==> src/rtl/zone_alarm_ctrl.sv <==
// Multi-zone arm/exit/entry/alarm controller with latched tripped-zone report.
// All outputs registered (1 cycle after the qualifying edge); no backpressure. Optional tamper input: ZONE_ALARM_TAMPER_EN.
module zone_alarm_ctrl #(
    parameter int                 NUM_ZONES    = 4,
    parameter int                 CNT_W        = 8,
    parameter int                 EXIT_DELAY   = 16,
    parameter int                 ENTRY_DELAY  = 32,
    parameter logic [NUM_ZONES-1:0] INSTANT_MASK = 4'b0001
) (
    input  logic                 clk,
    input  logic                 rst,
    input  logic                 arm,
    input  logic                 disarm,
    input  logic [NUM_ZONES-1:0] zone,
    input  logic [NUM_ZONES-1:0] zone_en,
`ifdef ZONE_ALARM_TAMPER_EN
    input  logic                 tamper,
    output logic                 tamper_flag,
`endif
    output logic                 alarm,
    output logic [2:0]           state,
    output logic [NUM_ZONES-1:0] tripped,
    output logic [CNT_W-1:0]     timer
);

    typedef enum logic [2:0] {
        S_DISARMED = 3'd0,
        S_EXIT     = 3'd1,
        S_ARMED    = 3'd2,
        S_ENTRY    = 3'd3,
        S_ALARM    = 3'd4
    } state_t;

    state_t                 r_state;
    logic                   r_alarm;
    logic [NUM_ZONES-1:0]   r_tripped;
    logic [CNT_W-1:0]       r_timer;

    state_t                 w_nxt_state;
    logic [NUM_ZONES-1:0]   w_nxt_tripped;
    logic [CNT_W-1:0]       w_nxt_timer;
    logic [NUM_ZONES-1:0]   w_act;
    logic                   w_inst;
    logic                   w_any;
    logic                   w_disarm_ok;

    assign w_act  = zone & zone_en;
    assign w_inst = |(w_act & INSTANT_MASK);
    assign w_any  = |w_act;

`ifdef ZONE_ALARM_TAMPER_EN
    logic r_tamper_flag;
    // An active tamper pins the controller in ALARM, so disarm only works once it clears.
    assign w_disarm_ok = disarm & ~tamper;
`else
    assign w_disarm_ok = disarm;
`endif

    always_comb begin
        w_nxt_state   = r_state;
        w_nxt_timer   = r_timer;
        w_nxt_tripped = r_tripped;
        case (r_state)
            S_DISARMED: begin
                if (arm && !disarm) begin
                    w_nxt_state   = S_EXIT;
                    w_nxt_timer   = CNT_W'(EXIT_DELAY);
                    w_nxt_tripped = '0;
                end
            end
            S_EXIT: begin
                if (disarm) begin
                    w_nxt_state = S_DISARMED;
                    w_nxt_timer = '0;
                end else if (r_timer == '0) begin
                    w_nxt_state = S_ARMED;
                end else begin
                    w_nxt_timer = r_timer - CNT_W'(1);
                end
            end
            S_ARMED: begin
                if (disarm) begin
                    w_nxt_state = S_DISARMED;
                end else if (w_inst) begin
                    w_nxt_state   = S_ALARM;
                    w_nxt_tripped = r_tripped | w_act;
                end else if (w_any) begin
                    w_nxt_state   = S_ENTRY;
                    w_nxt_timer   = CNT_W'(ENTRY_DELAY);
                    w_nxt_tripped = r_tripped | w_act;
                end
            end
            S_ENTRY: begin
                w_nxt_tripped = r_tripped | w_act;
                if (disarm) begin
                    w_nxt_state = S_DISARMED;
                    w_nxt_timer = '0;
                end else if (w_inst || r_timer == '0) begin
                    w_nxt_state = S_ALARM;
                    w_nxt_timer = '0;
                end else begin
                    w_nxt_timer = r_timer - CNT_W'(1);
                end
            end
            S_ALARM: begin
                w_nxt_tripped = r_tripped | w_act;
                w_nxt_timer   = '0;
                if (w_disarm_ok) begin
                    w_nxt_state = S_DISARMED;
                end
            end
            default: begin
                w_nxt_state = S_DISARMED;
                w_nxt_timer = '0;
            end
        endcase
`ifdef ZONE_ALARM_TAMPER_EN
        if (tamper) begin
            w_nxt_state = S_ALARM;
            w_nxt_timer = '0;
        end
`endif
    end

    always_ff @(posedge clk) begin
        if (rst) begin
            r_state   <= S_DISARMED;
            r_alarm   <= 1'b0;
            r_tripped <= '0;
            r_timer   <= '0;
        end else begin
            r_state   <= w_nxt_state;
            r_alarm   <= (w_nxt_state == S_ALARM);
            r_tripped <= w_nxt_tripped;
            r_timer   <= w_nxt_timer;
        end
    end

`ifdef ZONE_ALARM_TAMPER_EN
    always_ff @(posedge clk) begin
        if (rst) begin
            r_tamper_flag <= 1'b0;
        end else if (tamper) begin
            r_tamper_flag <= 1'b1;
        end
    end

    assign tamper_flag = r_tamper_flag;
`endif

    assign alarm   = r_alarm;
    assign state   = r_state;
    assign tripped = r_tripped;
    assign timer   = r_timer;

endmodule
==> config.mk <==
export PLATFORM = sky130hd
export DESIGN_NAME = zone_alarm_ctrl
export DESIGN_NICKNAME = d
export VERILOG_FILES = /design/src/rtl/zone_alarm_ctrl.sv
export SDC_FILE = /design/constraint.sdc
export NUM_CORES = 1
export LEC_CHECK = 0
export ABC_AREA = 1
export BUFFER_PORTS_ARGS = -buffer_cell sky130_fd_sc_hd__buf_4
export CAP_MARGIN = 10
export CORE_UTILIZATION = 55
export CTS_BUF_LIST = sky130_fd_sc_hd__clkbuf_8 sky130_fd_sc_hd__clkbuf_16
export DETAILED_ROUTE_END_ITERATION = 8
export PLACE_DENSITY = 0.83
export RECOVER_POWER = 100
export SYNTH_ARGS = -nofsm -noshare
export SYNTH_HDL_FRONTEND = slang
export SYNTH_SLANG_ARGS = --single-unit
==> constraint.sdc <==
create_clock -name clk -period 2.6 [get_ports clk]
set_input_delay 0.52 -clock clk [delete_from_list [all_inputs] [get_ports clk]]
set_output_delay 0.52 -clock clk [all_outputs]
set_load 0.05 [all_outputs]
==> impl_metrics.json, run 1 <==
{
  "yosysSeqAreaShare_pct": 31.4,
  "worstMarginPinSlew_ns": 0.621,
  "synth_cells": 153,
  "cap_violations": 0,
  "critPathCapture": "timer[3]$_SDFFE_PP0P_",
  "cts_setup_buffers": 0,
  "crit_start": "timer[0]$_SDFFE_PP0P_",
  "core_um2": 1730,
  "grt_pass1_wl_um": 4110,
  "setup_ws_ns": 0.707,
  "rsz0062_at_grt": "no",
  "hold_violations": 0,
  "stdcell_area_um2": 1210,
  "clock_latency_ns": 0.25,
  "via_per_inst": 5.41,
  "wl_per_cell_um": 11.5,
  "cts-buffers-inserted": 3,
  "grt_max_degree": 10,
  "crit_cells": 9,
  "num_vias": 1125,
  "leakage_nw": 0.546,
  "clkSlewWorstSetupHoldPaths_ns": 0.07,
  "slowest_stage": "dfxtp_1",
  "clockRootBuffer": "clkbuf_8",
  "clk_path_buf_depth": 2,
  "synth_seq_cells": 16,
  "syn_to_final_growth_pct": 19.0,
  "layout-drive-gt1-share_pct": 15.3,
  "h-tree-depth": 1,
  "total_power_mw": 0.668,
  "critical_path.reg2reg.startpoint": "timer[0]$_SDFFE_PP0P_",
  "hold_path.class": "register to register",
  "cpMostUsedCell": "nor2_1",
  "initialDrtViolationCount": 42,
  "dpl-instance-area_um2": 1250,
  "num_rows": 15,
  "dpl.cell_count": 204,
  "setup_violations": 0,
  "status": "finished, final reports clean",
  "power_density_nw_per_um2": 551,
  "die_h_um": 45.1,
  "ctsHoldBuffers": 0,
  "worstPathArrival_ns": 2.03,
  "worst_path_largest_cell_delay_ns": 0.34,
  "dieArea_um2": 2030,
  "fin_crit_sh_pct": 72.8,
  "postRouteAntennaNets": 0,
  "crit_path_start_kind": "register",
  "wirelength_um": 2390,
  "skew_ns": 0.00718,
  "preCtsSetupSlack_ns": 0.951,
  "path_cells": "inv_1 -> ha_1 -> nand3_1 -> nor2_1 -> nand3_2 -> nand3_1 -> nor2_1 -> o21ai_0 -> nor2_1",
  "regToRegSetupSlack_ns": 0.71,
  "timing.fmax_ghz": 0.528,
  "firstDrtPassIters": 4,
  "cts_resized": 0,
  "required_ns": 2.74,
  "die_x_um": 45.1,
  "irDropWorstVdd_v": 0.000387,
  "syn_nets": 167,
  "drv_slew": 0,
  "place_congestion": 0.939,
  "avgSynthCellArea_um2": 6.66,
  "instances_no_fill": 208,
  "grtUsageTotal_pct": 27.3,
  "cts.sinks": 16,
  "crit_fanout": 8,
  "antennaDiodeCount": 0,
  "rr_worst_depth": 9,
  "rr_endpoint": "timer[3]$_SDFFE_PP0P_",
  "io_buffers": 27,
  "grt_antenna_before_repair": 0,
  "cp-end-kind": "register",
  "yosysWarnings": 0,
  "ios": 28,
  "cp_top_family": "simple AND/OR/NAND/NOR gates",
  "hpwl_um": 1830,
  "nNetsFinal": 198,
  "maxSlewHeadroom_pct": 58.8,
  "fin_crit_ns": 1.89,
  "finalSetupTns_ns": 0,
  "cts_tree": "yes",
  "initial_core_util_pct": 59.1,
  "grt-ovfl-total": 0,
  "critPathBufInv": 1,
  "grt_pass1_vias": 978,
  "drc": 0,
  "synth.distinct_cells": 28,
  "netlist_area_um2": 1020,
  "worst-setup-path-type": "register to register"
}
## registers in the layout, summed over array words and instances, names as in the netlist
name,flops
timer,8
tripped,4
state,3
alarm,1
## tightest hold or removal path, cell delays in order (launching register included)
cell	delay, ns
dfxtp_1	0.31
inv_1	0.04
a21oi_1	0.05
## how the worst min path moves through the flow
stage                            startpoint                      end  slack, ns  cells after the start
floorplan                               rst    timer[2]$_SDFFE_PP0P_       0.59                      1
detailed placement  tripped[2]$_SDFFE_PP0P_  tripped[2]$_SDFFE_PP0P_       0.45                      2
global route        tripped[0]$_SDFFE_PP0P_  tripped[0]$_SDFFE_PP0P_       0.48                      2
finish              tripped[2]$_SDFFE_PP0P_  tripped[2]$_SDFFE_PP0P_       0.45                      2
global placement    tripped[2]$_SDFFE_PP0P_  tripped[2]$_SDFFE_PP0P_       0.44                      2
CTS                 tripped[2]$_SDFFE_PP0P_  tripped[2]$_SDFFE_PP0P_       0.46                      2
## per-stage QoR
stage	utilization, %	hold slack [ns]
floorplan	-	0.589
global placement	72.3	0.441
detailed placement	72.3	0.445
CTS	75.5	0.458
global route	70.3	0.482
finish	70.3	0.450
## placed cells by master, fill, tap and decap left out, drive strengths merged
cell	Yosys	layout
a211oi	1	1
a21oi	10	10
a31oi	3	3
buf	0	11
clkbuf	1	20
clkinv	1	1
dfxtp	16	16
ha	2	2
inv	22	22
nand2	37	37
nand3	11	11
nand4	3	3
nor2	24	24
nor3	5	5
o211ai	1	1
o21ai	12	12
o22ai	1	1
or2	1	1
xor2	2	2
## layer usage
layer	share of wire, %	vias to the layer above	track usage [%]
li1	-	567	-
met1	44	508	38.3
met2	49	48	42.9
met3	6.3	2	4.00
met4	0.46	0	9.09
met5	0	-	0
## where the power goes
part / total [mW] / leakage, nW / switching [mW] / internal (mW)
combinational: 0.179 / 0.387 / 0.126 / 0.0530
clock: 0.223 / 0.0288 / 0.0890 / 0.134
sequential: 0.266 / 0.130 / 0.0103 / 0.256
total: 0.668 / 0.546 / 0.225 / 0.443
## final cells by class
class	instances	area, um2
Multi-Input combinational cell	113	578
Tap cell	25	31.3
Fill cell	175	513
Inverter	23	86.3
Timing Repair Buffer	27	143
Sequential cell	16	320
Clock buffer	4	55.1
## cell families after synthesis
family                   count (synthesis)  synth area share [%]
AO/OA/AOI/OAI                           28                  16.9
adder cells (fa/ha/maj)                  2                  2.45
buffers and inverters                   24                  8.96
flip-flops                              16                  31.4
XOR/XNOR                                 2                  1.72
AND/OR/NAND/NOR                         81                  38.5
## cell usage after synthesis (all sizes together)
cell type / n / area share (%)
o211ai: 1 / 0.74
nand2: 37 / 15
o21ai: 12 / 7.7
inv: 22 / 8.1
o22ai: 1 / 0.61
clkbuf: 1 / 0.49
a21oi: 10 / 5.3
nor3: 5 / 3.6
xor2: 2 / 1.7
or2: 1 / 0.61
nor2: 24 / 12
nand4: 3 / 1.8
a211oi: 1 / 0.74
a31oi: 3 / 1.8
ha: 2 / 2.5
nand3: 11 / 6.4
dfxtp: 16 / 31
clkinv: 1 / 0.37
Power figures use the tool's default switching activity.
==> run 2: changes to the inputs <==
Settings changed: CORE_UTILIZATION 55 to 46, PLACE_DENSITY 0.83 to 0.74.
Clock period 2.6 ns to 1.6 ns, I/O delays scaled along.
==> impl_metrics.json, run 2 (synthesis gave the netlist of run 1 again) <==
{
  "worst_path_largest_cell_delay_ns": 0.36,
  "stdcell_area_um2": 1330,
  "power_density_nw_per_um2": 832,
  "core_um2": 2020,
  "crit_cells": 11,
  "h-tree-depth": 1,
  "preCtsSetupSlack_ns": -0.0194,
  "grtUsageTotal_pct": 23.0,
  "largest_reg_flops": 8,
  "hpwl_um": 1850,
  "path_cells": "inv_4 -> ha_2 -> nand3_2 -> nor2_4 -> buf_4 -> buf_4 -> nor2_1 -> nand4_1 -> nand2_1 -> nand2_1 -> a21oi_1",
  "power_frac_comb_pct": 32.0,
  "layout-drive-gt1-share_pct": 31.9,
  "total_power_mw": 1.10,
  "cap_violations": 0,
  "status": "finished, final reports clean",
  "wl_per_cell_um": 12.1,
  "wirelength_um": 2600,
  "slowest_stage": "dfxtp_4",
  "grt_pass1_vias": 1012,
  "grt_pass1_wl_um": 4400,
  "p_sw_share_pct": 35.9,
  "cts.sinks": 16,
  "die_x_um": 49.1,
  "drc": 0,
  "cts-buffers-inserted": 3,
  "setup_ws_ns": 0.0842,
  "hold_path.class": "input pin to register",
  "firstDrtPassIters": 4,
  "worst-setup-path-type": "register to register",
  "fin_crit_ns": 1.52,
  "crit_start": "timer[0]$_SDFFE_PP0P_",
  "grt_max_degree": 10,
  "layout_common_cells": "nand2_1 (32), inv_1 (19), nor2_1 (18)",
  "setup_violations": 0,
  "io_buffers": 27,
  "clkSlewWorstSetupHoldPaths_ns": 0.07,
  "regToRegSetupSlack_ns": 0.08,
  "rr_worst_depth": 11,
  "seqPwrFrac_pct": 39.1,
  "timing.fmax_ghz": 0.660,
  "cts_tree": "yes",
  "irDropWorstVdd_v": 0.000553,
  "grt_antenna_before_repair": 0,
  "nNetsFinal": 203,
  "antennaDiodeCount": 0,
  "finalSetupTns_ns": 0,
  "critPathBufInv": 3,
  "fin_crit_sh_pct": 94.7,
  "crit_fanout": 5,
  "via_per_inst": 5.17,
  "postRouteAntennaNets": 0,
  "critical_path.reg2reg.startpoint": "timer[0]$_SDFFE_PP0P_",
  "grt-ovfl-total": 0,
  "pwr-share-clk_pct": 28.9,
  "cp-end-kind": "register",
  "worstPathArrival_ns": 1.66,
  "num_rows": 16,
  "clockRootBuffer": "clkbuf_8",
  "dpl-instance-area_um2": 1280,
  "skew_ns": 0.000528,
  "critPathCapture": "timer[4]$_SDFFE_PP0P_",
  "ctsHoldBuffers": 0,
  "drv_slew": 0,
  "cp_top_family": "simple AND/OR/NAND/NOR gates",
  "leakage_nw": 0.613,
  "dieArea_um2": 2410,
  "initial_core_util_pct": 50.4,
  "final_common_cell": "nand2_1",
  "rr_endpoint": "timer[4]$_SDFFE_PP0P_",
  "clk_path_buf_depth": 2,
  "crit_path_start_kind": "register",
  "p_int_mw": 0.708,
  "place_congestion": 0.906,
  "syn_to_final_growth_pct": 30.3,
  "die_h_um": 49.1,
  "ios": 28,
  "num_vias": 1111,
  "initialDrtViolationCount": 25,
  "worstMarginPinSlew_ns": 0.600,
  "maxSlewHeadroom_pct": 60.2,
  "required_ns": 1.75,
  "clock_latency_ns": 0.25,
  "final_util_pct": 65.7,
  "p_switching_mw": 0.397,
  "hold_violations": 0
}
[run 2: cell count changes in the layout (fill, tap and decap cells not counted), moves of 3 or more]
cell and delta:
dfxtp_1 -6, nor2_1 -3, clkbuf_2 +8, o21ai_1 +3
clkbuf_1 -8, buf_4 +5, nand2_1 -4, o21ai_0 -5
nand2_2 +4, dfxtp_2 +5
[run 2: stage by stage]
| stage | hold slack, ns | std cells |
|---|---|---|
| floorplan | 0.382 | 153 |
| global placement | 0.439 | 208 |
| detailed placement | 0.441 | 208 |
| CTS | 0.273 | 213 |
| global route | 0.280 | 215 |
| finish | 0.276 | 215 |
[run 2: layer usage]
| metal | vias to the layer above | wire length, um | global-route usage, % |
|---|---|---|---|
| li1 | 572 | - | - |
| met4 | 0 | 63 | 10.8 |
| met1 | 483 | 1130 | 31.9 |
| met5 | - | 0 | 0 |
| met2 | 49 | 1260 | 35.6 |
| met3 | 7 | 148 | 1.87 |
[run 2: worst min-delay path by stage]
stage	startpoint	to	slack (ns)	cells after the start
floorplan	rst	timer[2]$_SDFFE_PP0P_	0.38	1
global placement	tripped[0]$_SDFFE_PP0P_	tripped[0]$_SDFFE_PP0P_	0.44	2
detailed placement	tripped[0]$_SDFFE_PP0P_	tripped[0]$_SDFFE_PP0P_	0.44	2
CTS	rst	timer[2]$_SDFFE_PP0P_	0.27	2
global route	rst	timer[5]$_SDFFE_PP0P_	0.28	2
finish	rst	timer[2]$_SDFFE_PP0P_	0.28	2
[run 2: power by group through the flow]
stage                     clock [mW]  combinational (mW)  sequential [mW]
after floorplan                    0               0.171            0.501
final                          0.319               0.353            0.432
after global routing           0.343               0.387            0.435
after detailed placement           0               0.322            0.440
after CTS                      0.320               0.331            0.431
after global placement             0               0.316            0.439
[run 2: final cells by class]
type                       instances  area (um2)
clock inverter                     1        3.75
timing repair buffer              32         190
fill                             185         693
inverter                          23        88.8
clock buffer                       3        41.3
sequential                        16         330
tap                               27        33.8
multi-input combinational        113         641
[run 2: timing repair]
action,in CTS,in global routing
buffers inserted,1,2
gates resized for setup,0,11
pin swaps,1,2
endpoints found under the setup margin,3,8
[run 2: worst reg2reg max path, delay by kind of cell, from the launching register on]
family	cells	cell delay, ns
AOI/OAI and AO/OA	1	0.06
adders and majority gates	1	0.18
buffers and inverters	3	0.32
DFF	1	0.36
and+or+nand+nor	6	0.49
==> run 3: changes to the inputs <==
Settings changed: REMOVE_ABC_BUFFERS set to 1.
==> impl_metrics.json, run 3 (synthesis gave the netlist of run 1 again) <==
{
  "status": "finished, final reports clean",
  "worst-setup-path-type": "register to register",
  "grt_pass1_wl_um": 4180,
  "grtUsageTotal_pct": 22.5,
  "leakage_nw": 0.636,
  "crit_fanout": 4,
  "drv_slew": 0,
  "cts.sinks": 16,
  "h-tree-depth": 1,
  "preCtsSetupSlack_ns": 0.0347,
  "num_rows": 16,
  "maxSlewHeadroom_pct": 60.4,
  "postRouteAntennaNets": 0,
  "finalSetupTns_ns": 0,
  "worst_path_largest_cell_delay_ns": 0.35,
  "cp-end-kind": "register",
  "hold_violations": 0,
  "power_density_nw_per_um2": 853,
  "required_ns": 1.72,
  "core_um2": 2020,
  "io_buffers": 27,
  "wl_per_cell_um": 12.6,
  "cpMostUsedCell": "buf_4",
  "drc": 0,
  "skew_ns": 0.00512,
  "hpwl_um": 2030,
  "largest_reg_flops": 8,
  "p_switching_mw": 0.399,
  "instances_no_fill": 220,
  "multiInputGateArea_um2": 633,
  "worstMarginPinSlew_ns": 0.597,
  "whs_path_depth": 2,
  "clock_latency_ns": 0.25,
  "nFillCells": 186,
  "setup_violations": 0,
  "layout_common_cells": "nand2_1 (34), buf_4 (21), inv_1 (19)",
  "crit_cells": 8,
  "pwr-share-clk_pct": 31.7,
  "syn_to_final_growth_pct": 33.7,
  "cp_top_family": "compound AO/OA/AOI/OAI gates",
  "grt_pass1_vias": 966,
  "cts_tree": "yes",
  "clockRootBuffer": "clkbuf_8",
  "seqCellArea_um2": 329,
  "antennaDiodeCount": 0,
  "num_vias": 1146,
  "firstDrtPassIters": 4,
  "grt_max_degree": 10,
  "nNetsFinal": 208,
  "via_per_inst": 5.21,
  "cap_violations": 0,
  "seqPwrFrac_pct": 37.2,
  "p_int_mw": 0.764,
  "initialDrtViolationCount": 35,
  "rr_worst_depth": 8,
  "fin_crit_sh_pct": 99.8,
  "irDropWorstVdd_v": 0.000634,
  "hold_path.class": "input pin to register",
  "ios": 28,
  "dpl.cell_count": 211,
  "final_util_pct": 67.5,
  "setup_ws_ns": 0.00335,
  "cts-buffers-inserted": 3,
  "worstPathArrival_ns": 1.71,
  "fin_crit_ns": 1.60,
  "total_power_mw": 1.16,
  "clkSlewWorstSetupHoldPaths_ns": 0.07,
  "critPathBufInv": 3,
  "wirelength_um": 2780,
  "clk_path_buf_depth": 2,
  "die_x_um": 49.1,
  "slowest_stage": "dfxtp_2",
  "initial_core_util_pct": 50.4,
  "timing.fmax_ghz": 0.626,
  "grt_antenna_before_repair": 0,
  "die_h_um": 49.1,
  "p_sw_share_pct": 34.3,
  "dieArea_um2": 2410,
  "path_cells": "inv_1 -> ha_1 -> nand3_2 -> nor2_4 -> buf_4 -> buf_4 -> o21ai_0 -> a31oi_1",
  "crit_path_start_kind": "register",
  "layout-drive-gt1-share_pct": 31.1,
  "place_congestion": 0.902,
  "grt-ovfl-total": 0,
  "power_frac_comb_pct": 31.1,
  "final_common_cell": "nand2_1"
}
-- run 3: what timing repair did --
item,CTS,global route
gates resized for setup,0,11
buffers inserted,0,5
endpoints found under the setup margin,0,8
hold buffers,0,0
-- run 3: metal layers --
layer	wire [um]	share of wire, %	GRT usage (%)	up-vias
li1	-	-	-	577
met1	1190	43	29.9	523
met2	1390	50	36.8	40
met3	148	5.3	3.74	6
met4	52	1.9	7.35	0
met5	0	0	0	-
-- run 3: cell type report --
class | instances | share of cell area (%)
clock buffer | 4 | 4.04
inverter | 23 | 6.33
multi-input combinational | 113 | 46.4
sequential | 16 | 24.1
tap | 27 | 2.48
timing repair buffer | 37 | 16.6
-- run 3: per-stage QoR --
| stage | hold WS (ns) | area (um2) |
|---|---|---|
| 6_report | 0.266 | 1360 |
| 4_1_cts | 0.273 | 1340 |
| 2_1_floorplan | 0.389 | 1010 |
| 3_5_place_dp | 0.441 | 1290 |
| 3_3_place_gp | 0.439 | 1290 |
| 5_1_grt | 0.279 | 1360 |
-- run 3: path summary, 6_finish.rpt --
check / from / end / slack [ns]
max: timer[1]$_SDFFE_PP0P_ / state[2]$_SDFF_PP0_ / 0.003
min reg2reg: tripped[2]$_SDFFE_PP0P_ / tripped[2]$_SDFFE_PP0P_ / 0.45
max reg2reg: timer[1]$_SDFFE_PP0P_ / state[2]$_SDFF_PP0_ / 0.003
min: rst / state[0]$_SDFF_PP0_ / 0.27
-- run 3: power groups by stage --
stage                     logic [mW]  registers, mW  clock network [mW]
after floorplan                0.167          0.500                   0
after global placement         0.322          0.439                   0
after detailed placement       0.327          0.441                   0
after CTS                      0.328          0.432               0.369
after global routing           0.393          0.435               0.386
final                          0.362          0.432               0.369
